--- src/rtl/inst_fetch_queue.sv ---
`default_nettype none
// +---------------------------------------------------------------------------+
// | Module   : inst_fetch_queue                                               |
// | Brief    : Circular prefetch FIFO of {pc, inst, adel} between I-fetch and  |
// |            decode. Optional same-cycle bypass when IFQ_BYPASS_EN defined.  |
// | Revision : 1.0 - initial release                                          |
// +---------------------------------------------------------------------------+
module inst_fetch_queue #(
  parameter int DEPTH = 4,
  parameter int CW    = $clog2(DEPTH + 1)
) (
  input  logic          clk,
  input  logic          resetn,
  input  logic          flush,
  input  logic          if_valid,
  input  logic [31:0]   if_pc,
  input  logic [31:0]   if_inst,
  input  logic          if_adel,
  output logic          if_ready,
  output logic          id_valid,
  output logic [31:0]   id_pc,
  output logic [31:0]   id_inst,
  output logic          id_adel,
  input  logic          id_ready,
  output logic [CW-1:0] count
);

  localparam int AW = (DEPTH > 1) ? $clog2(DEPTH) : 1;

  logic [31:0]   r_mem_pc   [DEPTH];
  logic [31:0]   r_mem_inst [DEPTH];
  logic          r_mem_adel [DEPTH];
  logic [AW-1:0] r_head;
  logic [AW-1:0] r_tail;
  logic [CW-1:0] r_count;

  logic          w_empty;
  logic          w_full;
  logic          w_bypass;
  logic          w_push;
  logic          w_pop;
  logic [31:0]   w_if_inst;

  assign w_empty   = (r_count == '0);
  assign w_full    = (r_count == CW'(DEPTH));
  // A faulting fetch carries no usable word; decode sees a NOP with the adel tag.
  assign w_if_inst = if_adel ? 32'h0 : if_inst;

`ifdef IFQ_BYPASS_EN
  assign w_bypass = w_empty & if_valid & ~flush;
`else
  assign w_bypass = 1'b0;
`endif

  // A bypassed entry that decode takes immediately never occupies a slot.
  assign w_push = if_valid & ~w_full & ~flush & ~(w_bypass & id_ready);
  assign w_pop  = ~w_empty & id_ready & ~flush;

  assign if_ready = ~w_full;
  assign id_valid = ~w_empty | w_bypass;
  assign count    = r_count;

  always_comb begin
    id_pc   = 32'h0;
    id_inst = 32'h0;
    id_adel = 1'b0;
    if (!w_empty) begin
      id_pc   = r_mem_pc[r_head];
      id_inst = r_mem_inst[r_head];
      id_adel = r_mem_adel[r_head];
    end else if (w_bypass) begin
      id_pc   = if_pc;
      id_inst = w_if_inst;
      id_adel = if_adel;
    end
  end

  always_ff @(posedge clk or negedge resetn) begin
    if (!resetn) begin
      r_head  <= '0;
      r_tail  <= '0;
      r_count <= '0;
    end else if (flush) begin
      r_head  <= '0;
      r_tail  <= '0;
      r_count <= '0;
    end else begin
      if (w_push) r_tail <= r_tail + AW'(1);
      if (w_pop)  r_head <= r_head + AW'(1);
      case ({w_push, w_pop})
        2'b10:   r_count <= r_count + CW'(1);
        2'b01:   r_count <= r_count - CW'(1);
        default: r_count <= r_count;
      endcase
    end
  end

  // Storage needs no reset: outputs are gated by occupancy.
  always_ff @(posedge clk) begin
    if (w_push) begin
      r_mem_pc[r_tail]   <= if_pc;
      r_mem_inst[r_tail] <= w_if_inst;
      r_mem_adel[r_tail] <= if_adel;
    end
  end

endmodule
`default_nettype wire

--- config.mk ---
export PLATFORM = sky130hd
export DESIGN_NAME = inst_fetch_queue
export DESIGN_NICKNAME = d
export VERILOG_FILES = /design/src/rtl/inst_fetch_queue.sv
export SDC_FILE = /design/constraint.sdc
export NUM_CORES = 1
export LEC_CHECK = 0
export ABC_AREA = 1
export CAP_MARGIN = 10
export CORE_MARGIN = 1
export CORE_UTILIZATION = 35
export DETAILED_ROUTE_END_ITERATION = 8
export PLACE_DENSITY = 0.61
export SLEW_MARGIN = 20
export SYNTH_ARGS = -nofsm -noshare
export SYNTH_HDL_FRONTEND = slang
export SYNTH_SLANG_ARGS = --single-unit
--- constraint.sdc ---
create_clock -name clk -period 3.9 [get_ports clk]
set_input_delay 0.975 -clock clk [delete_from_list [all_inputs] [get_ports clk]]
set_output_delay 0.975 -clock clk [all_outputs]
set_load 0.02 [all_outputs]
; Yosys cells after proc, flatten, opt, wreduce, memory -nomap -nowiden
; Memories as Yosys holds them, arrays and structs flattened.
; Index checks and enable logic that the tools add are counted.
[op_classes]
n_addsub = 4
n_eq_ne = 3
n_mux = 12
bitwise = 7
n_reduce_logical = 4
[op_table]
columns = op, n
row1 = two-way mux 32 bit, 3
row2 = two-way mux 2 bit, 4
row3 = one-hot mux 3 bit (2 select lines), 1
row4 = adder 2 x 1 -> 2 bit (second input constant), 2
row5 = bitwise AND 1 bit, 4
row6 = nonzero test 2 bit, 2
row7 = adder 3 x 1 -> 3 bit (second input constant), 1
row8 = == test 3 bit (second input constant), 1
row9 = zero test 3 bit, 1
row10 = two-way mux 1 bit, 3
row11 = two-way mux 3 bit, 1
row12 = inverter 1 bit, 3
row13 = nonzero test 3 bit, 1
row14 = subtractor 3 x 1 -> 3 bit (second input constant), 1
row15 = == test 2 x 1 -> 1 bit (second input constant), 1
row16 = == test 2 bit (second input constant), 1
[word_totals]
ff_bits = 7
mem_bits_rw = 260
input_bits = 70
out_inout_bits = 70
elab_cells = 36
mem_count = 3
[mem_list]
columns = memory, words, word_bits, rd, rd_clocked_by_memory_dff, write_ports, line_no
row1 = r_mem_inst, 4, 32, 1, 0, 1, 31  ; logic [31:0] r_mem_inst [DEPTH];
row2 = r_mem_pc, 4, 32, 1, 0, 1, 30  ; logic [31:0] r_mem_pc [DEPTH];
row3 = r_mem_adel, 4, 1, 1, 0, 1, 32  ; logic r_mem_adel [DEPTH];

; Longest topological paths before layout
; Gate-level depths: netlist (run 1).
[logic_depth]
ltp_word = 7
ltp_mapped = 12
ltp_nobuf = 12

; Worst setup path after synthesis (run 1)
; No wires, ideal clock.
[synth_timing]
kind = input port to flip-flop
from = input port if_valid
to = memory r_mem_adel[0] (enable)
setup_ps = 488
arrival_ps = 3995
required_time_ps = 3412
setup_slack_ps = -584
path_stages = 4
n_path_buf = 0
path_cell_list = nand2_2 -> nor2_1 -> inv_1 -> nor2_1
[synth_between]
elab_chain_cells = 4
[synth_rtl]
columns = element, line_no
row1 = from (decl), 15  ; input logic if_valid,
row2 = bitwise AND 1 bit (2 in a row), 56  ; assign w_push = if_valid & ~w_full & ~flush & ~(w_bypass & id_ready);
row3 = two-way mux 1 bit, 100  ; if (w_push) begin
row4 = two-way mux 1 bit (not written as such), 103  ; r_mem_adel[r_tail] <= if_adel;
row5 = to (decl), 32
; No other way between the ends.

; Worst setup path after layout (run 1)
[layout_timing]
from = register r_head[0]
to = output port id_inst[14]
[layout_between]
elab_chain_cells = 2
[layout_rtl]
columns = element, line_no
row1 = from (decl), 33  ; logic [AW-1:0] r_head;
row2 = from (signal assigned), 89  ; if (w_pop) r_head <= r_head + AW'(1);
row3 = memory read (4 x 32 bit), n/a
row4 = two-way mux 32 bit, 67  ; if (!w_empty) begin
row5 = to (decl), 22  ; output logic [31:0] id_inst,
; No other way between the ends.

==> metrics.txt, run 1 <==
CTS HTree Levels=1; initial antenna violation count=1; Placer Congestion=between 0.7 and 0.8; DR DRC count=0; Core Util, Final=between 40% and 50%; pre-CTS WS=619 ps; critical path arrival=2730 ps; Mapped Area=10800 um^2; slowest CP cell=dfrtp_4; Most used DFF post-synth=edfxtp_1; CP cell instances=buf_12 -> nor2_1 -> nor2_1 -> o21ai_1 -> a21oi_1 -> clkdlybuf4s50_1; Fin Clk Skew=10.1 ps; Mapped Nets=slightly below 1k; Unique masters post-synth=23; port bufs=139; Ys Warns=0; final hold viol count=0; Num CTS Buffers=28; startpoint class of the critical path=flip-flop; Pleak=4.73 nW; first-pass GRT wire length=36.7 mm; CP max stage delay=700 ps; CP endpoint kind=primary output; Setup Buffers After CTS=0; register area share after synthesis=roughly 74%; gr usage total=15.2%; total gr overflow=0; Final Max Slew Viols=0; largest area contributor in the netlist=edfxtp_1; Async SR Flop Fraction=2.62%; worst vdd ir=0.000322 V; Post-synth EDFFs=260; cell mode on critical path=nor2_1; via count=approximately 6.9k; required time of the critical path=2920 ps; Hold WS=~620 ps; most numerous cell in the Yosys netlist=nor2_1; Wirelength per Cell=16.5 um; Die Area=31500 um^2; RSZ-0062 raised after global routing=false; Clock Tree Root=clkbuf_16; Bufs on Longest Clock Path=3; Routed Antenna Nets=0; Final Routed Wirelength=23.8 mm; Syn Area/Cell=12.0 um^2; Max-slew headroom=46.7%; Synth area leaders=edfxtp_1 (72%), nor2_1 (10%), o21ai_1 (4.2%); PwrDens=a little under 700 nW/um^2; Worst-Skew Late Latency=~530 ps; area of the core=30000 um^2; fmax=0.270 GHz; post-synth top area share=72.4%; die height=177 um; status=finished, final reports clean; #FFs+latches synth=267; setup TNS=0 ps; DRT Pass-1 Iters=4; CTS sink cnt=around 270; vias in the first global route=6697; period utilization=95.1%; Setup WS post-layout=between 150 and 200 ps; clock-pin slew on the worst setup and hold paths=60 ps; Area Overhead vs Synth=25.9%; CP delay by family, top=buffers and inverters; worst setup path category=reg -> out; largest net degree at the start of global routing=67; Final Critical Period=3710 ps; CTS tree=built; Die Span X=177 um; Post-Synthesis Cells=898; Initial Util=a little over a third; DP HPWL=13.4 mm; CP max FO=49; ratio of cells with drive above 1 in the final layout=under 10%; most frequent cells after synthesis=nor2_1 (297), edfxtp_1 (260), o21ai_1 (91), a21oi_1 (68), o21ai_0 (43); vias per inst=approximately 4.7; Hold WC Path Type=reg -> reg; I/O pin count=between 100 and 150; worst slew pin tran=800 ps; 1st-iter DRT viols=390; Max-Cap Viols=0; Worst Path Buf+Inv=2; site row count=63; Final nets=1109; Finish-stage setup viols=0
## layout make-up
type	count	area (um^2)
clock inverters	19	163
diodes	1	2.50
well taps	390	488
inverters	46	175
fillers	2736	16400
repair buffers	159	1650
clock buffers	33	741
multi-input cells	532	2370
flip-flops and latches	267	7990
## power by group
group / internal (mW) / leakage, nW / switching (mW) / total, mW
Sequential: 3.33 / 2.47 / 0.0976 / 3.43
Clock: 1.54 / 0.446 / 1.02 / 2.56
Combinational: 1.27 / 1.82 / 1.90 / 3.18
## metal layers
metal  vias to the layer above  global-route usage [%]  share of wire [%]
li1                       3371                       -                  -
met1                      3259                    19.6                 43
met2                       184                    26.4                 49
met3                        36                    2.36                5.8
met4                         0                    3.95                2.1
met5                         -                       0                  0
## placed cells by master (no fill, tap or decap), types with 6 or more instances in the layout
master and n:
buf_4 10, clkinv_1 9, buf_12 9, clkbuf_16 29, clkdlybuf4s50_1 138, o21ai_1 91
nor2_1 293, nand2_1 18, o21ai_0 43, inv_1 41, edfxtp_1 260, clkinv_2 6
a21oi_1 68
## final timing paths
kind	from	slack, ps	cells past startpoint	end
max	r_head[0]	190	6	id_inst[14]
min	count[1]	620	2	count[1]
max reg2reg	count[0]	1720	7	r_mem_inst[1][13]
min reg2reg	count[1]	620	2	count[1]
max in group asynchronous	resetn	2880	1	r_head[0]
min in group asynchronous	resetn	730	1	count[1]
## state kept, by name (all words and copies together), names as in the netlist
register	flops
count	3
r_head	2
r_mem_adel	4
r_mem_inst	128
r_mem_pc	128
r_tail	2
## cell families after synthesis
kind of cell	after synthesis	synth area share (%)
AOI/OAI and AO/OA	203	9.48
xor gates and xnor gates	1	0.0813
adders and majority gates	5	0.650
buffers and inverters	99	4.27
DFF	267	74.1
and+or+nand+nor	323	11.5
## worst min-delay path: cells and delay by family, from the launching register on
kind | cells | cell delay (ps)
AND/OR/NAND/NOR | 2 | 140
flip-flops | 1 | 450
## per-stage QoR
stage | instance area (um^2) | cells | power [mW]
2_1_floorplan | 10800 | 898 | 5.27
3_3_place_gp | 12700 | 1394 | 6.69
3_5_place_dp | 12700 | 1394 | 6.71
4_1_cts | 13600 | 1446 | 9.29
5_1_grt | 13600 | 1447 | 9.64
6_report | 13600 | 1447 | 9.17
## repair_timing
item / CTS / global route
endpoints found under the hold margin: 0 / 0
setup endpoints to repair: 0 / 5
resized for setup: 0 / 1
hold buffers: 0 / 0
Note: power is estimated with default switching activity, not from simulation.
==> run 2, diff against run 1 <==
Settings changed: CORE_UTILIZATION 35 to 40, PLACE_DENSITY 0.61 to 0.67.
==> metrics.txt, run 2 (same netlist as run 1, synthesis figures left out) <==
Initial Util=41.0% (+5.0 points); die height=166 um (-6.4%); WHS Endpoint=count[0]; startpoint class of the critical path=flip-flop; status=complete, but fails checks; Top Registers=r_mem_inst x128, r_mem_pc x128, r_mem_adel x4; vias per inst=4.98 (+5.3%); ratio of cells with drive above 1 in the final layout=6.92% (-0.47 points); Die Span X=166 um (-6.4%); Setup Buffers After CTS=0 (unchanged); final hold viol count=0 (unchanged); 1st-iter DRT viols=424 (+8.7%); Final nets=1109 (unchanged); Fin Clk Skew=10.2 ps (+0.190 ps); hold path depth=1 (-1); Setup WS post-layout=168 ps (-24.5 ps); largest net degree at the start of global routing=79 (+18%); DP HPWL=13.2 mm (-1.8%); fmax=0.268 GHz (-0.66%); Routed Antenna Nets=0 (unchanged); gr usage total=17.1% (+1.9 points); CP max FO=60 (+22%); CP max stage delay=640 ps (-60 ps); slowest CP cell=clkdlybuf4s50_1; non-filler cells, final=1390 (-3.9%); Bufs on Longest Clock Path=3 (unchanged); n_diodes=0 (-1); Finish-stage setup viols=0 (unchanged); DR DRC count=8 (+8); Area Overhead vs Synth=24.3%; most common library cell in the layout ignoring fill and taps=nor2_1; placed inst area=12600 um^2 (-0.84%); Final Routed Wirelength=23.3 mm (-2.0%); period utilization=95.7% (+0.63 points); site row count=59 (-6.3%); cell area after layout=13400 um^2 (-1.3%); first-pass GRT wire length=37.0 mm (+0.67%); CP delay by family, top=buffers and inverters; CTS Hold Bufs=0 (unchanged); PwrDens=671 nW/um^2 (-0.66%); setup TNS=0 ps (unchanged); total gr overflow=0 (unchanged); I/O pin count=140 (unchanged); CP endpoint kind=primary output; worst reg2reg startpoint=count[0]; Clock Tree Root=clkbuf_16; DRT Pass-1 Iters=7 (+3); port bufs=139 (unchanged); CTS resizes=0 (unchanged); Register-to-Register Setup Slack=1720 ps (about the same); Wirelength per Cell=16.8 um (+2.0%); CTS sink cnt=267 (unchanged); Max-Cap Viols=0 (unchanged); critical path arrival=2760 ps (+30 ps); worst vdd ir=0.000351 V (+9.1%); Final Critical Period=3730 ps (+24.5 ps); pre-CTS WS=729 ps (+110 ps); Final Max Slew Viols=0 (unchanged); via count=6927 (+1.1%); area of the core=26300 um^2 (-12%); initial antenna violation count=0 (-1); worst slew pin tran=808 ps (+8.06 ps); Pleak=4.69 nW (-0.87%); area of the multi-input gates=2370 um^2 (unchanged); hold_sp=count[0]; RR Endpoint=r_mem_pc[2][20]; Worst Path Buf+Inv=3 (+1); required time of the critical path=2920 ps (about the same); violated checks=design-rule violations; cell depth of the worst flop-to-flop path=7 (unchanged); vias in the first global route=7036 (+5.1%); Max-slew headroom=46.1% (-0.54 points); fillcell total=2276 (-17%); Tot Pwr=8.99 mW (-1.9%); worst setup path category=reg -> out; Placed Cells=1339 (-3.9%); Die Area=27600 um^2 (-12%); Worst-Skew Late Latency=530 ps (about the same); CP cell instances=inv_4 -> buf_12 -> o21ai_0 -> a21oi_1 -> clkdlybuf4s50_1; CTS tree=built; Placer Congestion=0.745 (+4.0%); CTS HTree Levels=1 (unchanged); Seq. cell area=7990 um^2 (unchanged); RSZ-0062 raised after global routing=false; Hold WC Path Type=reg -> reg; Num CTS Buffers=28 (unchanged); commonest cells after routing, fill and taps aside=nor2_1 (293), edfxtp_1 (260), clkdlybuf4s50_1 (138); clock-pin slew on the worst setup and hold paths=60 ps (about the same)
run 2: area by class of cell:
type | instances | area share [%]
Inverter | 46 | 1.31
Clock inverter | 14 | 0.653
Timing Repair Buffer | 159 | 12.0
Multi-Input combinational cell | 532 | 17.7
Tap cell | 335 | 3.13
Clock buffer | 37 | 5.64
Sequential cell | 267 | 59.6
run 2: per-stage QoR:
step | util [%] | hold WS (ps)
6_report | 51.0 | 612
5_1_grt | 51.0 | 662
4_1_cts | 51.0 | 618
3_5_place_dp | 47.8 | 610
3_3_place_gp | 47.8 | 604
2_1_floorplan | - | 580
run 2: worst max path at each step:
stage / cells after the start / end / start
detailed placement: 5 / id_inst[2] / r_head[0]
floorplan: 4 / r_mem_adel[0] / if_valid
global placement: 5 / id_inst[16] / r_head[0]
finish: 5 / id_inst[2] / r_head[0]
global route: 5 / id_inst[16] / r_head[0]
CTS: 5 / id_inst[2] / r_head[0]
run 2: power breakdown:
group | internal (mW) | total (mW) | switching (mW)
Combinational | 1.25 | 3.15 | 1.89
Sequential | 3.33 | 3.41 | 0.0747
Clock | 1.42 | 2.44 | 1.02
run 2: metal layers:
metal	share of wire, %	GRT usage (%)	wire length (um)	up-vias
li1	-	-	-	3369
met1	42	20.9	9700	3312
met2	50	30.5	11700	197
met3	5.7	3.07	1320	49
met4	2.6	5.40	609	0
met5	0	0	0	-
==> run 3, diff against run 2 <==
--- a/config.mk
+++ b/config.mk
@@ -8,5 +8,5 @@
 export ABC_AREA = 1
 export CAP_MARGIN = 10
-export CORE_MARGIN = 1
+export CORE_MARGIN = 3
 export CORE_UTILIZATION = 40
 export DETAILED_ROUTE_END_ITERATION = 8
==> constraint.sdc (replaced) <==
create_clock -name clk -period 3.9 [get_ports clk]
set_input_delay 0.78 -clock clk [delete_from_list [all_inputs] [get_ports clk]]
set_output_delay 0.78 -clock clk [all_outputs]
set_load 0.02 [all_outputs]
==> metrics.txt, run 3 (same netlist as run 1, synthesis figures left out) <==
status=finished, final reports clean; Num CTS Buffers=27 (-3.6%); n_diodes=0 (unchanged); Setup Buffers After CTS=0 (unchanged); worst setup path category=reg -> out; Hold WC Path Type=in -> async; DP HPWL=13.3 mm (+1.0%); CTS HTree Levels=1 (unchanged); Wirelength per Cell=16.9 um (+0.83%); Bufs on Longest Clock Path=3 (unchanged); Final nets=1106 (-0.27%); largest net degree at the start of global routing=132 (+67%); RR Endpoint=r_mem_inst[2][5]; vias per inst=4.95 (-0.59%); CTS tree=built; via count=6866 (-0.88%); most common library cell in the layout ignoring fill and taps=nor2_1; DR DRC count=0 (-8); CTS sink cnt=267 (unchanged); Clock Tree Root=clkbuf_16; startpoint class of the critical path=flip-flop; required time of the critical path=3120 ps (+200 ps); Final Routed Wirelength=23.5 mm (+0.54%); RSZ-0062 raised after global routing=false; 1st-iter DRT viols=508 (+20%); area of the core=26300 um^2 (unchanged); critical path arrival=2710 ps (-50 ps); Pleak=4.67 nW (-0.57%); Routed Antenna Nets=0 (unchanged); Register-to-Register Setup Slack=1870 ps (+150 ps); first-pass GRT wire length=36.8 mm (-0.48%); Initial Util=41.0% (unchanged); Top Registers=r_mem_inst x128, r_mem_pc x128, r_mem_adel x4; worst reg2reg startpoint=count[0]; Max-slew headroom=47.5% (+1.3 points); Area Overhead vs Synth=23.7%; die height=170 um (+2.4%); CTS Hold Bufs=0 (unchanged); Final Max Slew Viols=0 (unchanged); worst vdd ir=0.000341 V (-2.7%); Fin Clk Skew=10.3 ps (+0.0562 ps); gr usage total=16.0% (-1.1 points); Finish-stage setup viols=0 (unchanged); PwrDens=669 nW/um^2 (-0.34%); initial antenna violation count=1 (+1); port bufs=139 (unchanged); Max-Cap Viols=0 (unchanged); Die Area=29000 um^2 (+4.9%); Worst-Skew Late Latency=520 ps (about the same); Final Critical Period=3490 ps (-243 ps); final hold viol count=0 (unchanged); period utilization=89.5% (-6.2 points); DRT Pass-1 Iters=5 (-2); clock-pin slew on the worst setup and hold paths=60 ps (about the same); CP max FO=131 (+120%); site row count=59 (unchanged); Tot Pwr=8.92 mW (-0.84%); Hold WS=523 ps (-88.9 ps); worst slew pin tran=788 ps (-19.6 ps); cell depth of the worst flop-to-flop path=7 (unchanged); CTS resizes=0 (unchanged); commonest cells after routing, fill and taps aside=nor2_1 (293), edfxtp_1 (260), clkdlybuf4s50_1 (138); Die Span X=170 um (+2.4%); vias in the first global route=6848 (-2.7%); fmax=0.287 GHz (+7.0%); Placer Congestion=0.737 (-0.99%); total gr overflow=0 (unchanged); ratio of cells with drive above 1 in the final layout=7.04% (+0.12 points); I/O pin count=140 (unchanged); CP endpoint kind=primary output; Core Util, Final=50.7% (-0.25 points)
## run 3: worst max-delay path: stages, from the launching register on
cell             delay [ps]
dfrtp_4                 440
buf_12                  390
nor2_1                  110
nor2_1                  100
o21ai_0                  80
a21oi_1                 240
clkdlybuf4s50_1         650
## run 3: final cells by class
cell class                      instances  area [um^2]
Clock inverter                         10         76.3
Clock buffer                           39          741
Sequential cell                       267         7990
Fill cell                            2312        12900
Timing Repair Buffer                  157         1570
Multi-Input combinational cell        532         2370
Inverter                               46          175
Tap cell                              335          419
## run 3: report_power, final
| group | internal [mW] | switching (mW) |
|---|---|---|
| sequential | 3.33 | 0.0603 |
| combinational | 1.23 | 1.91 |
| clock | 1.38 | 1.00 |
| total | 5.95 | 2.97 |
## run 3: how the worst max path moves through the flow
| stage | from | to | slack [ps] |
|---|---|---|---|
| CTS | r_head[0] | id_inst[31] | 380 |
| global route | r_head[0] | id_inst[31] | 270 |
| floorplan | if_valid | r_mem_adel[0] | -390 |
| finish | r_head[0] | id_pc[13] | 410 |
| detailed placement | r_head[0] | id_pc[13] | 940 |
| global placement | r_head[0] | id_inst[31] | 950 |
## run 3: through the flow
stage	worst slack (ps)	std cells	setup TNS (ps)	cell area, um^2
2_1_floorplan	-389	898	-101020	10800
3_3_place_gp	948	1337	0	12500
3_5_place_dp	937	1337	0	12500
4_1_cts	382	1386	0	13300
5_1_grt	269	1386	0	13300
6_report	411	1386	0	13300
## run 3: metal layers
layer	global-route usage (%)	vias up	part of all wire, %
li1	-	3362	-
met1	20.4	3297	43
met2	28.9	174	50
met3	2.62	31	5.4
met4	3.35	2	1.4
met5	0	-	0.055
